<file path="src/rtl/reg_display_source.sv">
// Register-file viewer: reads the register selected by the buttons over a
// req/ack handshake, re-reads it periodically, and formats it for the display.
module reg_display_source #(
    parameter int unsigned ADDR_W      = 4,
    parameter int unsigned REFRESH_CYC = 1000000,
    parameter int unsigned TIMEOUT_CYC = 16
) (
    input  logic              clk,
    input  logic              reset,
    input  logic              btn_up,
    input  logic              btn_down,
    output logic              rd_req,
    output logic [ADDR_W-1:0] rd_addr,
    input  logic              rd_ack,
    input  logic [15:0]       rd_data,
    output logic [31:0]       seg,
    output logic              err
);
    localparam int RCW = (REFRESH_CYC > 2) ? $clog2(REFRESH_CYC) : 1;
    localparam int TCW = $clog2(TIMEOUT_CYC + 1);

    typedef enum logic [1:0] {IDLE, REQ, UPDATE} state_t;

    state_t            state, state_nxt;
    logic [ADDR_W-1:0] idx;
    logic              up_q, dn_q, pending, tmo, upd_q;
    logic [RCW-1:0]    rcnt;
    logic [TCW-1:0]    tcnt;
    logic [15:0]       hold;
    logic              up_e, dn_e, idx_chg, rfsh_hit, launch, ack_hit, tmo_hit;

    assign up_e     = btn_up & ~up_q;
    assign dn_e     = btn_down & ~dn_q;
    assign idx_chg  = up_e ^ dn_e;
    assign rfsh_hit = (state == IDLE) && (rcnt == RCW'(REFRESH_CYC - 1));

    always_comb begin
        state_nxt = state;
        launch    = 1'b0;
        ack_hit   = 1'b0;
        tmo_hit   = 1'b0;
        case (state)
            IDLE: if (pending) begin
                launch    = 1'b1;
                state_nxt = REQ;
            end
            REQ: if (rd_ack) begin
                ack_hit   = 1'b1;
                state_nxt = UPDATE;
            end else if (tcnt == TCW'(TIMEOUT_CYC - 1)) begin
                tmo_hit   = 1'b1;
                state_nxt = UPDATE;
            end
            UPDATE:  state_nxt = IDLE;
            default: state_nxt = IDLE;
        endcase
    end

    always_ff @(posedge clk) begin
        if (reset) begin
            state   <= IDLE;
            up_q    <= btn_up;
            dn_q    <= btn_down;
            idx     <= '0;
            pending <= 1'b1;
            rcnt    <= '0;
            tcnt    <= '0;
            rd_req  <= 1'b0;
            rd_addr <= '0;
            hold    <= '0;
            tmo     <= 1'b0;
            upd_q   <= 1'b0;
            seg     <= '0;
            err     <= 1'b0;
        end else begin
            state <= state_nxt;
            up_q  <= btn_up;
            dn_q  <= btn_down;
            upd_q <= (state == UPDATE);

            if (up_e && !dn_e)      idx <= idx + ADDR_W'(1);
            else if (dn_e && !up_e) idx <= idx - ADDR_W'(1);

            // a set in the launch cycle wins, so no index change is ever lost
            if (idx_chg || rfsh_hit) pending <= 1'b1;
            else if (launch)         pending <= 1'b0;

            if (idx_chg)            rcnt <= '0;
            else if (state == IDLE) rcnt <= rfsh_hit ? '0 : rcnt + RCW'(1);

            if (launch) begin
                rd_addr <= idx;
                rd_req  <= 1'b1;
                tcnt    <= '0;
            end
            if (ack_hit) begin
                hold   <= rd_data;
                tmo    <= 1'b0;
                rd_req <= 1'b0;
            end
            if (tmo_hit) begin
                tmo    <= 1'b1;
                rd_req <= 1'b0;
            end
            if (state == REQ && !ack_hit && !tmo_hit) tcnt <= tcnt + TCW'(1);

            // display is written on the edge after UPDATE: ack sampled at N -> seg at N+2
            if (upd_q) begin
                seg <= {8'(rd_addr), 8'h00, tmo ? 16'hEEEE : hold};
                err <= tmo;
            end
        end
    end
endmodule
</file>
<file path="config.mk">
export PLATFORM = sky130hd
export DESIGN_NAME = reg_display_source
export DESIGN_NICKNAME = d
export VERILOG_FILES = /design/src/rtl/reg_display_source.sv
export SDC_FILE = /design/constraint.sdc
export NUM_CORES = 1
export LEC_CHECK = 0
export BUFFER_PORTS_ARGS = -buffer_cell sky130_fd_sc_hd__buf_2
export CAP_MARGIN = 25
export CELL_PAD_IN_SITES_DETAIL_PLACEMENT = 0
export CELL_PAD_IN_SITES_GLOBAL_PLACEMENT = 2
export CORE_AREA = 2 2 107 109
export CTS_BUF_LIST = sky130_fd_sc_hd__clkbuf_2 sky130_fd_sc_hd__clkbuf_4 sky130_fd_sc_hd__clkbuf_8
export CTS_CLUSTER_DIAMETER = 40
export DETAILED_ROUTE_END_ITERATION = 7
export DIE_AREA = 0 0 109 111
export GPL_ROUTABILITY_DRIVEN = 0
export HOLD_SLACK_MARGIN = 0.03
export PLACE_DENSITY_LB_ADDON = 0.1
export SYNTH_ARGS = -nofsm -noshare
export SYNTH_HDL_FRONTEND = slang
export SYNTH_SLANG_ARGS = --single-unit
</file>
<file path="constraint.sdc">
create_clock -name clk -period 1.8 [get_ports clk]
set_input_delay 0.27 -clock clk [delete_from_list [all_inputs] [get_ports clk]]
set_output_delay 0.27 -clock clk [all_outputs]
set_load 0.05 [all_outputs]
</file>
Word level (Yosys, flattened, before mapping). Index checks and enable logic that the tools add are counted.

Logic and storage cells: 66. Input port bits: 21. Register bits after elaboration: 78. Output and inout port bits: 38.

Muxes and demuxes: 19. Add/sub/neg operators: 4. Reduce and logical (&&, ||, !) cells: 18. Eq/ne operators: 6. Bitwise operators: 5.

Operators with widths (number): $add 20x1->20 const B (1); $eq 20x20->1 const B (1); $mux 20 (1); $mux 16 (1); $mux 5 (2); $mux 1 (9); $mux 4 (2); $mux 2 (3); $reduce_bool 2->1 (3); $add 5x1->5 const B (1); $eq 5x4->1 const B (1); $logic_and 1x1->1 (5); $add 4x1->4 const B (1); $logic_not 1->1 (4); $pmux 2 s2 (1); $reduce_or 2->1 (2); $sub 4x1->4 const B (1); $ne 3x3->1 const B (1); $reduce_or 3->1 (1); $and 1x1->1 (2); $eq 2x1->1 const B (1); $eq 2x2->1 const B (1); $logic_not 2->1 (1); $ne 2x2->1 const B (1); 4 further kinds (5).

Depth between registers and ports, before layout. Gate-level depths: netlist (run 1).

Word-level depth: 7. Depth in mapped cells: 8. Mapped depth without buffers: 8.

Least setup slack after synthesis (run 1). OpenSTA, ideal clock, no wires.

Path kind: flip-flop to flip-flop. Start: register tcnt[0]. End: register tcnt[2]. Clock period less this slack: 2.017 ns. Arrival: 1.885 ns. Required time: 1.668 ns. Path slack: -0.217 ns. Path buffers: 0. Stages on the path, launching flop included: 8. Library setup time: 0.132 ns. Cells stage by stage: dfxtp_1 -> ha_1 -> and3_1 -> ha_1 -> nor4b_1 -> a21oi_1 -> o21ai_0 -> a21oi_1.

Cells in the longest elaborated chain, start to end: 7. Elaborated cells between the ends (all ways): 9. Classes of those cells: add/sub (1); eq/ne (1); mux (4); reduce/logical (3).

Ends and longest elaborated chain: from (decl) (RTL line 28) `logic [TCW-1:0] tcnt;`; from (signal assigned) (RTL line 105) `if (state == REQ && !ack_hit && !tmo_hit) tcnt <= tcnt + TCW'(1);`; $eq 5x4->1 (RTL line 50) `end else if (tcnt == TCW'(TIMEOUT_CYC - 1)) begin`; $mux 1 (RTL line 50); $mux 1 (RTL line 47) `REQ: if (rd_ack) begin`; $mux 1 (RTL line 42) `case (state)`; $logic_not 1->1 (RTL line 105); $logic_and 1x1->1 (RTL line 105); $mux 5 / $reduce_bool 2->1 (equally long branches).

Several ways; a longest one is shown, not always the timed one. A chain may end at the register's enable or synchronous reset.

Worst setup path after layout (run 1).
Start: register rcnt[1]. End: register rcnt[18].

Cells in the longest elaborated chain, start to end: 3. Elaborated cells between the ends (all ways): 4. Classes of those cells: add/sub (1); eq/ne (1); mux (1); reduce/logical (1).

Ends and longest elaborated chain: from (decl) (RTL line 27) `logic [RCW-1:0] rcnt;`; from (signal assigned) (RTL line 89) `else if (state == IDLE) rcnt <= rfsh_hit ? '0 : rcnt + RCW'(1);`; parallel branches: the longest is 2 deep, another holds $add 20x1->20; $mux 20 * (RTL line 89).

Every way passes the cells marked *.

==> results of run 1 <==
-- worst reg2reg max path: cells and delay by family, from the launching register on --
kind                     cells  cell delay, ns
flip-flops                   1            0.36
adder cells (fa/ha/maj)      1            0.16
AO/OA/AOI/OAI                1            0.11
AND/OR/NAND/NOR              3            1.17
-- cells by family after synthesis --
kind of cell	share of synthesized area, %
adders and majority gates	2.87
other	0.113
muxes	2.76
buffers and inverters	6.46
xor gates and xnor gates	3.17
DFF	47.2
AOI/OAI and AO/OA	13.2
and+or+nand+nor	24.3
-- per-stage QoR --
stage	area, µm²	utilization [%]
after detailed placement	3970	35.9
after global routing	4560	41.2
after CTS	4350	39.3
after global placement	3970	35.9
final	4560	41.2
after floorplan	3400	-
-- state kept, by name, indices dropped and copies added, names as in the netlist, 2 cells and up --
name and cells:
hold 16, idx 4, rcnt 20, rd_addr 4
seg 20, state 2, tcnt 5
-- repair_timing --
action,in CTS,in global routing
hold buffers,2,0
cloned,0,2
setup buffers,3,8
gates resized for setup,12,30
endpoints found under the setup margin,19,24
pin swaps,2,11
endpoints found under the hold margin,2,0
-- how the worst max path moves through the flow --
stage,from,end,slack (ns),depth (start not counted)
2_1_floorplan,rcnt[1]$_SDFFE_PP0N_,rcnt[18]$_SDFFE_PP0N_,-0.09,6
3_3_place_gp,btn_up,idx[3]$_SDFFE_PP0P_,-0.09,9
3_5_place_dp,btn_up,idx[3]$_SDFFE_PP0P_,-0.12,9
4_1_cts,rcnt[1]$_SDFFE_PP0N_,rcnt[18]$_SDFFE_PP0N_,-0.02,5
5_1_grt,rcnt[1]$_SDFFE_PP0N_,rcnt[18]$_SDFFE_PP0N_,-0.09,5
6_report,rcnt[1]$_SDFFE_PP0N_,rcnt[18]$_SDFFE_PP0N_,-0.06,5
-- cells in the mapped netlist (all sizes together), types with 2 or more instances --
cell type	count	share of area, %
a211oi	13	2.9
a21o	2	0.45
a21oi	42	6.5
buf	20	4.0
clkbuf	14	1.6
dfxtp	78	47
ha	6	2.3
inv	8	0.91
mux2i	8	2.4
nand2	45	5.1
nand2b	5	0.94
nand3	8	1.2
nand3b	5	1.1
nand4	6	1.1
nand4bb	2	1.2
nor2	59	6.7
nor2b	4	0.76
nor3	3	0.45
nor3b	2	0.45
nor4b	2	0.53
nor4bb	2	0.60
o21ai	8	1.2
o31ai	3	0.68
or2	3	0.57
or3	7	1.3
or4	5	1.2
xnor2	5	1.3
xor2	7	1.9
-- cell usage in the layout (no fill, tap or decap), types with 2 or more instances in the layout --
master / synthesis / layout
dfxtp_2: 0 / 6
o31ai_1: 3 / 3
nand2_1: 45 / 45
or4_4: 1 / 4
dfxtp_1: 78 / 71
buf_2: 3 / 46
a211oi_1: 13 / 12
buf_4: 12 / 48
nor2_1: 59 / 58
xnor2_1: 5 / 4
dlygate4sd3_1: 0 / 2
nor4b_4: 0 / 2
o21ai_0: 8 / 5
mux2i_1: 8 / 8
conb_1: 1 / 12
xor2_1: 7 / 7
ha_4: 0 / 5
or2_2: 3 / 3
nand3b_1: 5 / 5
nand3_1: 8 / 8
a21oi_2: 1 / 5
clkbuf_16: 0 / 2
inv_1: 8 / 7
o21ai_1: 0 / 3
a21o_1: 2 / 2
or3_1: 7 / 7
buf_6: 1 / 5
nor3_1: 3 / 3
nand2b_1: 5 / 4
bufinv_16: 0 / 4
nor3b_1: 2 / 2
nor2b_1: 4 / 3
clkbuf_8: 0 / 10
a21oi_1: 41 / 37
nand4_1: 6 / 6
-- final cells by class --
type | count | share of cell area (%)
Multi-Input combinational cell | 275 | 38.8
Sequential cell | 78 | 34.5
Timing Repair Buffer | 104 | 16.2
Tap cell | 143 | 3.92
Clock buffer | 10 | 3.02
Clock inverter | 6 | 2.91
Inverter | 8 | 0.713
-- power by group through the flow --
stage / combinational, W / clock (W) / sequential, W
2_1_floorplan: 0.000338 / 0 / 0.00195
3_3_place_gp: 0.000555 / 0 / 0.00189
3_5_place_dp: 0.000557 / 0 / 0.00189
4_1_cts: 0.000582 / 0.00183 / 0.00185
5_1_grt: 0.000669 / 0.00189 / 0.00187
6_report: 0.000609 / 0.00176 / 0.00185
-- layer usage --
metal  up-vias  share of wire (%)  GRT usage (%)
met5         -                  0              0
met4         0                2.1           7.44
met3        12                4.3           3.23
met2        46                 45           20.2
met1      1324                 49           17.6
li1       1464                  -              -
==> run metrics, run 1 <==
total clock sinks 78; Slew Limit Fails 0; fillers 1119; Worst EP arrival 2.17 ns; fmax 0.537 GHz; Tmin final 1.86 ns; FF-to-FF path depth 5; Cells after DPL 595; FF+latch area 1570 µm²; Critical Path RT 2.11 ns; internal power 0.00314 W; CP Class flop to flop; critical path's top delay family simple AND/OR/NAND/NOR gates; area grow syn2layout 37.8%; Seq pwr share 43.9%; initial antenna violation count 0; first-pass GRT wire length 12.7 mm; Seq/Total Area, Yosys 47.2%; worst-path cell chain ha_4 > nand4bb_4 > or4_4 > or4_4 > a21oi_2; crit path max fanout 5; routed vias 2846; sw frac 25.7%; die width 109 µm; DRC violations left 0; Syn Area/Cell 8.62 µm²; worst hold endpoint hold[11]$_SDFFE_PP0P_; most frequent CP cell or4_4; Pleak 1.76 nW; Peak supply drop 0.000448 V; Bufs and invs on worst path 0; TritonRoute pass-1 iters 4; synthesized cell area 3310 µm²; largest net degree at the start of global routing 42; RR Startpoint rcnt[1]$_SDFFE_PP0N_; dpl hpwl 5.14 mm; Power Dens Cells 927 nW/µm²; Seq cells post-synth 78; Overflow after GRT 0; vias in the first global route 2674; Post-synth EDFFs 0; fin worst setup slack -0.0624 ns; Yosys warnings 0; vias per inst 4.56; worst skew pair latency 0.37 ns; 1st-iter DRT viols 96; Clock Root Buffer clkbuf_8; r2r setup slk -0.06 ns; setup TNS -0.101 ns; startpoint types flop; die footprint 12100 µm²; Crit Reg-Reg Endpoint rcnt[18]$_SDFFE_PP0N_; Initial Util 29.9%; final setup vio count 3; clock power share 41.7%; Synth async-reset ratio 0%; Mapped Cells 384; GR Util All Layers 13.5%; TritonCTS clock tree done; Hold WS 0.132 ns; H-tree Lvls 3; Hold Path Depth 3; ant diodes 0; total power 0.00423 W; Hold WC Path Type input port to flop; sw power 0.00108 W; failing checks setup timing; row cnt 39; final net count 504; DR WL/cell 12.8 µm; CTS clk-pin slew, worst paths 0.08 ns; layout cells sized above 1 32.8%; dominant synthesized flop cell dfxtp_1; final period utilization 103%; I/O pin cnt 59; synth unique cells 46; CTS Buf Count 9; critical path capture point type flop; Hold Path Origin rd_data[11]; IO buf count 46; max-cap viol count 0; final wirelength 7.98 mm; slowest stage delay, CP 0.53 ns; final hold viol count 0; Core Box Area 11100 µm²; share of power burned in combinational logic 14.4%; dpl ws -0.121 ns; clock skew 0.00643 ns; post-route ant nets 0; Die H 111 µm; Slowest-stage cell, CP or4_4; RSZ-0062 raised after global routing yes; Finished Layout Cells 624; CTS Buffer Depth 2; status finished with violations; Multi-input gate area 1770 µm²
Power figures use the tool's default switching activity.
==> run 2, diff against run 1 <==
==> constraint.sdc (replaced) <==
create_clock -name clk -period 1.6 [get_ports clk]
set_input_delay 0.24 -clock clk [delete_from_list [all_inputs] [get_ports clk]]
set_output_delay 0.24 -clock clk [all_outputs]
set_load 0.05 [all_outputs]
==> run 2 against run 1 <==
Against the previous run: the run still ends with setup timing left; global-route usage is 0.23 points higher; final area is 1.5% higher; combinational power grew 20%; clock-buffer cell count grew 1; flip-flop and latch count unchanged; critical endpoint is now rcnt[14]$_SDFFE_PP0N_; largest cell class unchanged; largest power group unchanged; highest routed layer unchanged.
==> run metrics, run 2 (synthesized netlist as in run 1, its figures left out) <==
initial antenna violation count 0 (unchanged); status finished with violations (unchanged); Clock Root Buffer clkbuf_8 (unchanged); worst hold endpoint hold[0]$_SDFFE_PP0P_ (was hold[11]$_SDFFE_PP0P_); Hold Path Origin rd_data[0] (was rd_data[11]); Critical Path RT 1.89 ns (was 2.11 ns); Hold WC Path Type input port to flop (unchanged); routed vias 2852 (was 2846); TritonCTS clock tree done (unchanged); Regs by FF count rcnt x20, seg x20, hold x16 (unchanged); ant diodes 0 (unchanged); I/O pin cnt 59 (unchanged); IO buf count 46 (unchanged); die footprint 12100 µm² (unchanged); dpl hpwl 5.09 mm (was 5.14 mm); CTS clk-pin slew, worst paths 0.09 ns (was 0.08 ns); final period utilization 114% (was 103%); Overflow after GRT 0 (unchanged); CTS Buf Count 9 (unchanged); post-route ant nets 0 (unchanged); max-cap viol count 0 (unchanged); area post-placement 4040 µm² (was 3970 µm²); RR Startpoint rcnt[1]$_SDFFE_PP0N_ (unchanged); post-route cell area 4630 µm² (was 4560 µm²); CTS Buffer Depth 2 (unchanged); r2r setup slk -0.22 ns (was -0.06 ns); final setup vio count 25 (was 3); final hold viol count 0 (unchanged); H-tree Lvls 3 (unchanged); Pleak 1.74 nW (was 1.76 nW); die width 109 µm (unchanged); Initial Util 29.9% (unchanged); fmax 0.550 GHz (was 0.537 GHz); area grow syn2layout 39.8% (was 37.8%); leading cell type in the layout, fill and taps excluded dfxtp_1 (unchanged); first-pass GRT wire length 13.1 mm (was 12.7 mm); Hold WS 0.106 ns (was 0.132 ns); Peak supply drop 0.000497 V (was 0.000448 V); Slew Limit Fails 0 (unchanged); fin worst setup slack -0.218 ns (was -0.0624 ns); DR WL/cell 12.6 µm (was 12.8 µm); critical path capture point type flop (unchanged); layout cells sized above 1 38.1% (was 32.8%); Worst EP arrival 2.11 ns (was 2.17 ns); Core Box Area 11100 µm² (unchanged); most frequent cells in the layout dfxtp_1 (65), nor2_1 (48), buf_4 (47), buf_2 (46), nand2_1 (45) (was dfxtp_1 (71), nor2_1 (58), buf_4 (48), buf_2 (46), nand2_1 (45)); total power 0.00436 W (was 0.00423 W); RSZ-0062 raised after global routing yes (unchanged); Hold Path Depth 3 (unchanged); GR Util All Layers 13.7% (was 13.5%); total clock sinks 78 (unchanged); crit path max fanout 7 (was 5); Power Dens Cells 942 nW/µm² (was 927 nW/µm²); 1st-iter DRT viols 117 (was 96); largest net degree at the start of global routing 43 (was 42); Tmin final 1.82 ns (was 1.86 ns); row cnt 39 (unchanged); Die H 111 µm (unchanged); final net count 506 (was 504); vias per inst 4.56 (about the same); clock skew 0.0113 ns (was 0.00643 ns); failing checks setup timing (unchanged); vias in the first global route 2766 (was 2674); startpoint types flop (unchanged); CP Class flop to flop (unchanged); DRC violations left 0 (unchanged); TritonRoute pass-1 iters 4 (unchanged); FF-to-FF path depth 6 (was 5); Crit Reg-Reg Endpoint rcnt[14]$_SDFFE_PP0N_ (was rcnt[18]$_SDFFE_PP0N_); fillers 1120 (was 1119); worst skew pair latency 0.36 ns (was 0.37 ns); final wirelength 7.89 mm (was 7.98 mm)
-- run 2: how the worst max path moves through the flow --
stage	from	to	slack, ns
after floorplan	rcnt[1]$_SDFFE_PP0N_	rcnt[18]$_SDFFE_PP0N_	-0.29
after global placement	btn_up	idx[3]$_SDFFE_PP0P_	-0.26
after detailed placement	btn_up	idx[3]$_SDFFE_PP0P_	-0.28
after CTS	dn_q$_DFF_P_	idx[3]$_SDFFE_PP0P_	-0.22
after global routing	dn_q$_DFF_P_	idx[3]$_SDFFE_PP0P_	-0.30
final	rcnt[1]$_SDFFE_PP0N_	rcnt[14]$_SDFFE_PP0N_	-0.22
-- run 2: timing repair --
item | 4_1_cts | 5_1_grt
gates resized for setup | 36 | 35
gates cloned | 1 | 1
setup buffers | 8 | 4
setup endpoints to repair | 25 | 26
hold buffers | 2 | 0
endpoints found under the hold margin | 2 | 0
pin swaps | 20 | 16
-- run 2: layout make-up --
| class | count | area (µm²) | area share [%] |
|---|---|---|---|
| Clock buffer | 11 | 145 | 3.14 |
| Clock inverter | 5 | 58.8 | 1.27 |
| Inverter | 8 | 32.5 | 0.703 |
| Multi-Input combinational cell | 275 | 1870 | 40.5 |
| Sequential cell | 78 | 1580 | 34.2 |
| Tap cell | 143 | 179 | 3.86 |
| Timing Repair Buffer | 106 | 758 | 16.4 |
-- run 2: stage by stage --
stage	std cells	setup TNS (ns)	utilization, %	worst slack [ns]
final	626	-2.74	41.8	-0.218
after global placement	597	-3.89	36.4	-0.265
after detailed placement	597	-4.38	36.4	-0.281
after global routing	626	-4.32	41.8	-0.301
after CTS	624	-2.46	40.5	-0.216
after floorplan	395	-2.17	-	-0.290
-- run 2: where the power goes --
group	switching, W	internal, W
clock	0.000767	0.000781
sequential	0.0000672	0.00202
combinational	0.000420	0.000307
total	0.00125	0.00311
-- run 2: layer usage --
| layer | global-route usage (%) | vias to the layer above | wire, µm |
|---|---|---|---|
| li1 | - | 1475 | - |
| met1 | 18.0 | 1325 | 3830 |
| met2 | 21.1 | 45 | 3630 |
| met3 | 4.94 | 7 | 360 |
| met4 | 3.76 | 0 | 76 |
| met5 | 0 | - | 0 |
-- run 2: worst max-delay path, stage by stage (launching register included) --
cell,delay (ns)
dfxtp_4,0.37
ha_4,0.15
nand4bb_4,0.11
or4_4,0.50
buf_6,0.15
or3_4,0.36
a21oi_2,0.12
